### config.mk
export PLATFORM = sky130hd
export DESIGN_NAME = seg_scan_display_flat
export DESIGN_NICKNAME = d
export VERILOG_FILES = /design/src/rtl/seg_scan_display_if.sv /design/src/rtl/seg_scan_display.sv /design/src/flat_wrapper.sv
export SDC_FILE = /design/constraint.sdc
export NUM_CORES = 1
export LEC_CHECK = 0
export CAP_MARGIN = 10
export CORE_ASPECT_RATIO = 1.75
export CORE_UTILIZATION = 53
export CTS_CLUSTER_SIZE = 24
export DETAILED_ROUTE_END_ITERATION = 12
export GPL_TIMING_DRIVEN = 0
export HOLD_SLACK_MARGIN = 0.08
export PLACE_DENSITY = 0.77
export SYNTH_ARGS = -nofsm -noshare
export SYNTH_HDL_FRONTEND = slang
export SYNTH_SLANG_ARGS = --single-unit
### constraint.sdc
create_clock -name clk -period 3.4 [get_ports clk]
set_input_delay 0.85 -clock clk [delete_from_list [all_inputs] [get_ports clk]]
set_output_delay 0.85 -clock clk [all_outputs]
set_load 0.03 [all_outputs]
### src/rtl/seg_scan_display_if.sv
// seg_scan_display_if
//   Bundles the display-side signals of the seven-segment scanner.
//   master : the producer of the display word (drives en/load/data/dp_mask)
//   slave  : the scanner itself (drives anodes/cnodes/digit_sel/frame_done)
//   en         scan enable, 0 freezes the scan
//   load       capture data into the pending register this cycle
//   data       word to display, nibble i -> digit i (digit 0 rightmost)
//   dp_mask    decimal point enable per digit, 1 = lit
//   anodes     digit enables, active-low
//   cnodes     segments a..g on bits 0..6, dp on bit 7, active-low
//   digit_sel  index of the digit currently on anodes
//   frame_done one-cycle pulse at each completed 8-digit frame
interface seg_scan_display_if #(
    parameter int DATA_WIDTH = 32
);
    logic                  en;
    logic                  load;
    logic [DATA_WIDTH-1:0] data;
    logic [7:0]            dp_mask;
    logic [7:0]            anodes;
    logic [7:0]            cnodes;
    logic [2:0]            digit_sel;
    logic                  frame_done;

    modport master (
        output en, load, data, dp_mask,
        input  anodes, cnodes, digit_sel, frame_done
    );

    modport slave (
        input  en, load, data, dp_mask,
        output anodes, cnodes, digit_sel, frame_done
    );
endinterface

### src/rtl/seg_scan_display.sv
// seg_scan_display
//   Time-multiplexed 8-digit hex seven-segment driver. A word loaded into
//   the pending register is copied to the shadow register only at a frame
//   boundary, so each refresh frame shows digits from one word only.
//   clk   system clock
//   rst   synchronous active-high reset
//   bus   seg_scan_display_if.slave (en, load, data, dp_mask in;
//         anodes, cnodes, digit_sel, frame_done out)
module seg_scan_display #(
    parameter int DATA_WIDTH    = 32,
    parameter int SCAN_DIV      = 100000,
    parameter int BLANK_LEADING = 1
) (
    input  logic                clk,
    input  logic                rst,
    seg_scan_display_if.slave   bus
);

    if (DATA_WIDTH != 32) begin : g_bad_width
        $error("seg_scan_display: DATA_WIDTH must be 32 (8 hex digits)");
    end

    localparam int DIV_W = (SCAN_DIV > 1) ? $clog2(SCAN_DIV) : 1;
    localparam logic [DIV_W-1:0] DIV_LAST = (SCAN_DIV > 1) ? DIV_W'(SCAN_DIV - 1) : '0;

    logic [DIV_W-1:0]      div_cnt;
    logic [2:0]            idx;
    logic [DATA_WIDTH-1:0] pending;
    logic [DATA_WIDTH-1:0] shadow;
    logic                  tick;
    logic                  boundary;
    logic [DATA_WIDTH-1:0] upper;
    logic [6:0]            seg_next;

    function automatic logic [6:0] hex_seg(input logic [3:0] nib);
        case (nib)
            4'h0:    hex_seg = 7'h40;
            4'h1:    hex_seg = 7'h79;
            4'h2:    hex_seg = 7'h24;
            4'h3:    hex_seg = 7'h30;
            4'h4:    hex_seg = 7'h19;
            4'h5:    hex_seg = 7'h12;
            4'h6:    hex_seg = 7'h02;
            4'h7:    hex_seg = 7'h78;
            4'h8:    hex_seg = 7'h00;
            4'h9:    hex_seg = 7'h10;
            4'hA:    hex_seg = 7'h08;
            4'hB:    hex_seg = 7'h03;
            4'hC:    hex_seg = 7'h46;
            4'hD:    hex_seg = 7'h21;
            4'hE:    hex_seg = 7'h06;
            default: hex_seg = 7'h0E;
        endcase
    endfunction

    // With a divide of 0 or 1 every enabled clock advances the scan.
    assign tick     = (SCAN_DIV <= 1) ? bus.en : (bus.en && (div_cnt == DIV_LAST));
    assign boundary = tick && (idx == 3'd7);

    // Digits above the current one, shifted down; all-zero means this digit
    // is a leading zero and can be blanked.
    always_comb begin
        upper    = shadow >> {idx, 2'b00};
        seg_next = hex_seg(upper[3:0]);
        if ((BLANK_LEADING != 0) && (idx != 3'd0) && (upper == '0)) begin
            seg_next = 7'h7F;
        end
    end

    always_ff @(posedge clk) begin
        if (rst) begin
            div_cnt        <= '0;
            idx            <= 3'd0;
            pending        <= '0;
            shadow         <= '0;
            bus.anodes     <= 8'hFF;
            bus.cnodes     <= 8'hFF;
            bus.digit_sel  <= 3'd0;
            bus.frame_done <= 1'b0;
        end else begin
            bus.frame_done <= boundary;

            if (bus.load) begin
                pending <= bus.data;
            end
            // A load on the boundary cycle bypasses pending straight into shadow.
            if (boundary) begin
                shadow <= bus.load ? bus.data : pending;
            end

            if (bus.en) begin
                div_cnt <= tick ? '0 : div_cnt + 1'b1;
                if (tick) begin
                    idx <= idx + 3'd1;
                end
                bus.digit_sel <= idx;
                bus.anodes    <= ~(8'b1 << idx);
                bus.cnodes    <= {~bus.dp_mask[idx], seg_next};
            end
        end
    end

endmodule
### src/flat_wrapper.sv
// flat-port wrapper written by rule: the top's interface ports become plain ports
module seg_scan_display_flat 
#(
    parameter int DATA_WIDTH    = 32,
    parameter int SCAN_DIV      = 100000,
    parameter int BLANK_LEADING = 1
)
  (clk, rst, bus_en, bus_load, bus_data, bus_dp_mask, bus_anodes, bus_cnodes, bus_digit_sel, bus_frame_done);
  seg_scan_display_if #(.DATA_WIDTH(DATA_WIDTH)) bus_i ();
  input  logic clk;
  input  logic rst;
  input wire logic [$bits(bus_i.en)-1:0] bus_en;
  input wire logic [$bits(bus_i.load)-1:0] bus_load;
  input wire logic [$bits(bus_i.data)-1:0] bus_data;
  input wire logic [$bits(bus_i.dp_mask)-1:0] bus_dp_mask;
  output wire logic [$bits(bus_i.anodes)-1:0] bus_anodes;
  output wire logic [$bits(bus_i.cnodes)-1:0] bus_cnodes;
  output wire logic [$bits(bus_i.digit_sel)-1:0] bus_digit_sel;
  output wire logic [$bits(bus_i.frame_done)-1:0] bus_frame_done;
  assign bus_i.en = bus_en;
  assign bus_i.load = bus_load;
  assign bus_i.data = bus_data;
  assign bus_i.dp_mask = bus_dp_mask;
  assign bus_anodes = bus_i.anodes;
  assign bus_cnodes = bus_i.cnodes;
  assign bus_digit_sel = bus_i.digit_sel;
  assign bus_frame_done = bus_i.frame_done;
  seg_scan_display #(.DATA_WIDTH(DATA_WIDTH), .SCAN_DIV(SCAN_DIV), .BLANK_LEADING(BLANK_LEADING)) u_core (.clk(clk), .rst(rst), .bus(bus_i));
endmodule
# After elaboration in Yosys (flattened, before gate mapping)
# Memory sizes are Yosys's and may differ from the RTL's.
# Index checks and enable logic that the tools add are counted.
[classes] add_sub_neg=2 n_mul=0 div=0 magnitude_cmp=1 n_eq_ne=2 n_shift=2 n_mux=5 bitwise=2 n_reduce_logical=6
[ops] operator="$logic_not 32->1" count=1
[ops] operator="$mux 32" count=1
[ops] operator="$shr 32x5->32" count=1
[ops] operator="$add 17x1->17 const B" count=1
[ops] operator="$eq 17x17->1 const B" count=1
[ops] operator="$mux 17" count=1
[ops] operator="$not 8->8" count=1
[ops] operator="$shl 1x3->8 const A" count=1
[ops] operator="$mux 7" count=1
[ops] operator="$lt 3x4->1 const B" count=1
[ops] operator="$add 3x1->3 const B" count=1
[ops] operator="$bmux 1 s3" count=1
[ops] operator="$eq 3x3->1 const B" count=1
[ops] operator="$logic_and 1x1->1" count=3
[ops] operator="$reduce_bool 3->1" count=1
[ops] operator="$reduce_and 2->1" count=1
[ops] operator="$mux 1" count=1
[ops] operator="$not 1->1" count=1
[word_totals] register_bits=104 latchBits=0 ramBits=0 mem_bits_ro=112 in_bits=44 word_cells=29 mem_count=1
[mem_list] name="(name not given)" words=16 width=7 read_ports=1 rd_ports_with_merged_regs=0 write_ports=0 line_no="seg_scan_display.sv:36" source="case (nib)"

# Logic depth before layout (Yosys ltp)
# Gate-level depths: netlist of the first run.
[logic_depth] depth_word=4 ltp_mapped=10

# Worst setup path after synthesis of the first run
# OpenSTA, ideal clock, no wires.
[synth_path] path_kind="flip-flop to flip-flop" start="register u_core.idx[0]" end="register u_core.bus.cnodes[3]" setup_time_ns=0.120 arrival_time_ns=2.523 required_time_ns=3.280 slack_ns=0.758 stages_incl_launch_ff=10 path_buffers=1 cell_sequence="dfxtp_1 buf_4 mux4_2 mux2i_1 inv_1 ha_1 mux2_2 nand2_1 o21ai_0 o31a_1"
[synth_via] elab_chain_len=4 word_cells_on_any_way=6
[synth_lines] element="start: declaration" line_no="seg_scan_display.sv:27" source="logic [2:0] idx;"
[synth_lines] element="start signal: assignment" line_no="seg_scan_display.sv:94" source="idx <= idx + 3'd1;"
[synth_lines] element="parallel branches: the longest is 3 deep, another holds $mem_v2 16x7"
[synth_lines] element="$mux 7 (*)" line_no="seg_scan_display.sv:65" source="if ((BLANK_LEADING != 0) && (idx != 3'd0) && (upper == '0)) begin"
[synth_lines] element="end signal: assignment" line_no="seg_scan_display.sv:98" source="bus.cnodes <= {~bus.dp_mask[idx], seg_next};"
[synth_lines] element="end: declaration" line_no="seg_scan_display_if.sv:32" source="output anodes, cnodes, digit_sel, frame_done"
# Every way passes the cells marked *.
# A chain may end at the register's enable or synchronous reset.

# Worst setup path in the final report of the first run
# Ends and elaborated chain as after synthesis.

==> results of run 1 <==
[routing by layer]
| layer | global-route usage | share of wire | up-vias |
|---|---|---|---|
| met3 | 0.03931 | 0.035 | 23 |
| met5 | 0 | 0 | - |
| met4 | 0.1210 | 0.031 | 0 |
| li1 | - | - | 1855 |
| met1 | 0.2689 | 0.39 | 1806 |
| met2 | 0.4615 | 0.54 | 92 |
[kinds of logic after synthesis]
group	synth area share
compound gates	0.1339
xor+xnor	0.02905
fa+ha+maj	0.03372
buf+inv	0.04539
flops	0.4316
mux	0.1383
simple gates	0.1881
[state kept, by name, indices dropped and copies added, names as in the netlist]
name                   flops
u_core.bus.frame_done      1
u_core.div_cnt            17
u_core.bus.anodes          8
u_core.pending            32
u_core.shadow             32
u_core.idx                 3
u_core.bus.cnodes          8
u_core.bus.digit_sel       3
[cell usage after synthesis, drive strengths merged (8+ instances only)]
cell type | count | area share
nor3 | 11 | 0.012
a211oi | 33 | 0.072
a21oi | 8 | 0.0083
o21ai | 15 | 0.016
nor2 | 97 | 0.086
dfxtp | 104 | 0.43
nand3 | 10 | 0.010
ha | 13 | 0.034
nand2b | 11 | 0.014
mux2i | 43 | 0.089
mux4 | 10 | 0.047
nor4 | 8 | 0.013
xor2 | 10 | 0.018
buf | 17 | 0.027
nand2 | 15 | 0.012
clkbuf | 17 | 0.013
[stage by stage]
| step | hold WS [ps] | utilization | power [mW] |
|---|---|---|---|
| 4_1_cts | 490.4 | 0.6776 | 2.605 |
| 5_1_grt | 513.0 | 0.6776 | 2.673 |
| 3_5_place_dp | 474.1 | 0.6394 | 1.481 |
| 2_1_floorplan | 456.4 | - | 1.391 |
| 6_report | 485.4 | 0.6776 | 2.598 |
| 3_3_place_gp | 460.4 | 0.6394 | 1.475 |
[power groups by stage]
stage / registers [mW] / logic (mW) / clock network, mW
after floorplan: 1.30 / 0.0918 / 0
after global placement: 1.29 / 0.189 / 0
after detailed placement: 1.29 / 0.193 / 0
after CTS: 1.26 / 0.194 / 1.15
after global routing: 1.26 / 0.207 / 1.20
final: 1.26 / 0.192 / 1.15
[worst max-delay path, cell delays in order (launching register included)]
cell and delay (ps):
dfxtp_1 530, buf_4 270, mux4_2 550, mux2i_1 550
inv_1 190, ha_1 280, mux2_2 270, nand2_1 70
o21ai_0 80, o31a_1 230
[how the worst max path moves through the flow]
stage	from	end	slack, ps	depth (start not counted)
after floorplan	u_core.idx[0]	u_core.bus.cnodes[3]	760	9
after global placement	u_core.idx[0]	u_core.bus.cnodes[3]	360	9
after detailed placement	u_core.idx[0]	u_core.bus.cnodes[3]	270	9
after CTS	u_core.idx[0]	u_core.bus.cnodes[3]	260	9
after global routing	u_core.idx[0]	u_core.bus.cnodes[3]	80	9
final	u_core.idx[0]	u_core.bus.cnodes[3]	280	9
[cell type report]
class / instances / share of cell area
repair buffers: 61 / 0.1033
clock buffers: 12 / 0.04338
plain buffers: 34 / 0.03322
well taps: 117 / 0.02476
flip-flops and latches: 104 / 0.3521
inverters: 6 / 0.003809
clock inverters: 4 / 0.01291
multi-input cells: 340 / 0.4266
==> impl_metrics.py, run 1 <==
metrics = {
    "final_layout": {
        "final_common_cell": "dfxtp_1",
        "antennaDiodeCount": 0,
        "area_growth_pct": 22.59,
        "final_cells": 678,
        "seqCellArea_mm2": 0.002082,
        "fin_nets": 613,
        "multi_input_area_mm2": 0.002522,
        "design_area_mm2": 0.005913,
        "final_cell_mix": "dfxtp_1 (104), nor2_1 (77), clkdlybuf4s50_1 (61), mux2i_1 (43)",
        "drive_gt1_frac": 0.1569,
        "fillCellCount": 738,
    },
    "clocking": {
        "holdBufCountCts": 0,
        "clockBufferDepth": 2,
        "numCtsBuffers": 9,
        "cts_tree": "done",
        "clock_sinks": 104,
        "clk_latency_ps": 360,
        "htreeDepth": 3,
        "root_buffer": "clkbuf_16",
        "cts_resized": 0,
        "post_cts_buffers": 0,
        "cts.clk_slew.worst_paths_ps": 70,
    },
    "grt": {
        "grt_max_degree": 17,
        "grt_first_pass_wirelength_mm": 17.94,
        "grt_pass1_vias": 3770,
        "grt_overflow": 0,
        "grt_usage": 0.2514,
        "antenna_found_initial": 0,
    },
    "logic_synthesis": {
        "synthArstFlopShare": 0,
        "yosysWarnings": 0,
        "ys.flop_type": "dfxtp_1",
        "ys_seq_area_frac": 0.4316,
        "synth-seq-cells": 104,
        "synth-edff-count": 0,
        "synthCells": 484,
        "netlist_area_mm2": 0.004823,
        "yosysUniqueCellTypes": 56,
        "avgSynthCellArea_um2": 9.966,
        "syn_nets": 541,
    },
    "sta": {
        "relSlewSlack": 0.5005,
        "hold_viol_final": 0,
        "maxSlewViolCount": 0,
        "max_freq_mhz": 320.6,
        "tightest_slew_ps": 749.2,
        "rsz0062_at_grt": "false",
        "min_period_ps": 3119,
        "finalClockSkew_ps": 4.846,
        "finalSetupViolCount": 0,
        "fin_ws_ps": 280.9,
        "fin_tns_setup_ps": 0,
        "fin_crit_sh": 0.9174,
    },
    "setup_path": {
        "worstReg2RegEnd": "u_core.bus.cnodes[3]",
        "cp-start-kind": "flop",
        "path_max_fanout": 10,
        "cp-end-kind": "flop",
        "critPathKind": "reg2reg",
        "crit_required_ps": 3650,
        "ff2ff_path_depth": 9,
        "r2r_setup_slack_ps": 280,
        "crit_arrival_ps": 3370,
        "r2r-start": "u_core.idx[0]",
    },
    "hold_path": {
        "min_from": "u_core.bus.anodes[2]",
        "worstHoldPathType": "reg2reg",
        "holdPathEnd": "u_core.bus.anodes[2]",
        "holdPathStages": 2,
    },
    "die": {
        "pin_count": 64,
        "die_h_um": 128.2,
        "core_region_area_mm2": 0.008727,
        "start_util": 0.5527,
        "fp.dieArea_mm2": 0.009502,
        "num_rows": 45,
        "die_w_um": 74.12,
    },
    "detailed_routing": {
        "drc": 0,
        "detail_route.wl_per_cell_um": 16.29,
        "viasPerCell": 5.569,
        "ant_nets": 0,
        "drt-pass1-iter-count": 5,
        "vias": 3776,
        "drt_iter0_drc": 218,
        "routed_wl_mm": 11.05,
    },
    "pwr": {
        "p_clk_frac": 0.441,
        "p_leak_nw": 2.240,
        "p_seq_frac": 0.485,
        "powerDensity_mw_per_mm2": 439.3,
        "ir_drop_uv": 413.0,
        "swShare": 0.2182,
        "p_switching_mw": 0.5668,
        "intPower_mw": 2.031,
        "comb_power_share": 0.074,
    },
    "placement": {
        "placedCellCount": 662,
        "dp.final_hpwl_mm": 8.334,
        "port_buffers": 61,
        "dpl-instance-area_mm2": 0.005580,
        "place_congestion": 0.9121,
        "pre_cts_ws_ps": 266.7,
    },
    "run": {
        "max_cap_viol_count": 0,
    },
    "status": {
        "status": "finished clean",
    },
}
Power figures use the tool's default switching activity.
==> inputs of run 2 (changes only) <==
--- a/config.mk
+++ b/config.mk
@@ -10,8 +10,6 @@
 export CORE_UTILIZATION = 53
 export CTS_CLUSTER_SIZE = 24
 export DETAILED_ROUTE_END_ITERATION = 12
-export GPL_TIMING_DRIVEN = 0
-export HOLD_SLACK_MARGIN = 0.08
 export PLACE_DENSITY = 0.77
 export SYNTH_ARGS = -nofsm -noshare
 export SYNTH_HDL_FRONTEND = slang
==> impl_metrics.py, run 2 (synthesis gave the netlist of run 1 again) <==
metrics = {
    "grt": {
        "grt_overflow": 0,
        "grt_max_degree": 46,
        "antenna_found_initial": 0,
        "grt_pass1_vias": 3616,
        "grt_usage": 0.2328,
        "grt_first_pass_wirelength_mm": 16.95,
    },
    "sta": {
        "fin_tns_setup_ps": 0,
        "hold_viol_final": 0,
        "maxSlewViolCount": 0,
        "tightest_slew_ps": 925.3,
        "fin_crit_sh": 0.8503,
        "finalSetupViolCount": 0,
        "finalClockSkew_ps": 5.561,
        "fin_ws_ps": 509.1,
        "relSlewSlack": 0.3831,
        "max_freq_mhz": 345.9,
        "min_period_ps": 2891,
        "rsz0062_at_grt": "false",
    },
    "placement": {
        "dpl-instance-area_mm2": 0.005497,
        "pre_cts_ws_ps": 315.8,
        "port_buffers": 63,
        "place_congestion": 0.9082,
        "dp.final_hpwl_mm": 7.637,
    },
    "hold_path": {
        "min_from": "u_core.div_cnt[1]",
        "worstHoldPathType": "reg2reg",
    },
    "clocking": {
        "numCtsBuffers": 9,
        "cts_tree": "done",
        "cts.clk_slew.worst_paths_ps": 60,
        "post_cts_buffers": 0,
        "clock_sinks": 104,
        "holdBufCountCts": 0,
        "clk_latency_ps": 340,
        "htreeDepth": 3,
        "cts_resized": 0,
        "root_buffer": "clkbuf_16",
        "clockBufferDepth": 2,
    },
    "pwr": {
        "powerDensity_mw_per_mm2": 420.5,
        "p_leak_nw": 2.198,
        "ir_drop_uv": 302.3,
    },
    "die": {
        "fp.dieArea_mm2": 0.009502,
        "pin_count": 64,
        "num_rows": 45,
        "core_region_area_mm2": 0.008727,
        "die_w_um": 74.12,
        "start_util": 0.5527,
        "die_h_um": 128.2,
    },
    "setup_path": {
        "cp_cell_sequence": "buf_4, mux4_2, mux2i_1, inv_1, ha_1, mux2_2, nand2_1, o21ai_0, o31a_1",
        "cpPeakStageDelay_ps": 560,
        "cp-start-kind": "flop",
        "critPathKind": "reg2reg",
        "path_delay_family": "multiplexers",
        "path_max_fanout": 13,
        "cp-end-kind": "flop",
        "crit_start": "u_core.idx[0]",
        "r2r-start": "u_core.idx[0]",
        "crit_arrival_ps": 3120,
        "crit_required_ps": 3630,
        "cp_num_buf_inv": 2,
        "crit_slowest_cell": "mux4_2",
    },
    "final_layout": {
        "seqCellArea_mm2": 0.002082,
        "fillCellCount": 692,
        "multi_input_area_mm2": 0.002522,
        "final_common_cell": "dfxtp_1",
        "fin_nets": 593,
        "largest_registers": "u_core.pending x32, u_core.shadow x32, u_core.div_cnt x17",
        "design_area_mm2": 0.005778,
        "fin_util": 0.6621,
        "area_growth_pct": 19.79,
        "drive_gt1_frac": 0.1608,
        "final_cell_mix": "dfxtp_1 (104), nor2_1 (77), clkdlybuf4s50_1 (61), mux2i_1 (43)",
        "antennaDiodeCount": 0,
    },
    "detailed_routing": {
        "detail_route.wl_per_cell_um": 15.50,
        "vias": 3708,
        "drt_iter0_drc": 145,
        "routed_wl_mm": 10.20,
        "drc": 0,
        "viasPerCell": 5.635,
        "drt-pass1-iter-count": 4,
        "ant_nets": 0,
    },
    "status": {
        "status": "finished clean",
    },
    "run": {
        "max_cap_viol_count": 0,
    },
}
run 2: area by class of cell:
cell class,instances,share of cell area
clock buffers,12,0.04093
clock inverters,4,0.007796
inverters,6,0.003898
multi-input cells,340,0.4366
flip-flops and latches,104,0.3603
well taps,117,0.02534
repair buffers,75,0.1252
run 2: per-stage QoR:
step / cells / hold WS, ps / total power [mW]
after floorplan: 484 / 456.4 / 1.391
after detailed placement: 642 / 479.9 / 1.474
after CTS: 658 / 490.7 / 2.449
after global placement: 642 / 462.8 / 1.468
final: 658 / 487.9 / 2.430
after global routing: 658 / 518.2 / 2.524
run 2: per-layer routing:
metal | global-route usage | routed length (um) | vias up | share of wire
li1 | - | - | 1826 | -
met1 | 0.2513 | 3943 | 1767 | 0.39
met2 | 0.4235 | 5588 | 95 | 0.55
met3 | 0.03695 | 348 | 20 | 0.034
met4 | 0.1143 | 316 | 0 | 0.031
met5 | 0 | 0 | - | 0
run 2: power by group:
group          total (mW)  switching [mW]  internal (mW)  leakage (nW)
logic               0.184          0.0906         0.0932          1.21
registers            1.26          0.0107           1.25         0.847
clock network       0.986           0.418          0.568         0.140
run 2: worst paths after layout:
kind | slack, ps | depth (start not counted) | endpoint
min | 490 | 2 | u_core.div_cnt[1]
min reg2reg | 490 | 2 | u_core.div_cnt[1]
max | 510 | 9 | u_core.bus.cnodes[3]
max reg2reg | 510 | 9 | u_core.bus.cnodes[3]
run 2: worst register-to-register path, delay by kind of cell, from the launching register on:
family                     cells  cell delay (ps)
muxes                          3             1220
buffers and inverters          2              460
DFF                            1              410
AOI/OAI and AO/OA              2              390
adders and majority gates      1              240
and+or+nand+nor                1               80
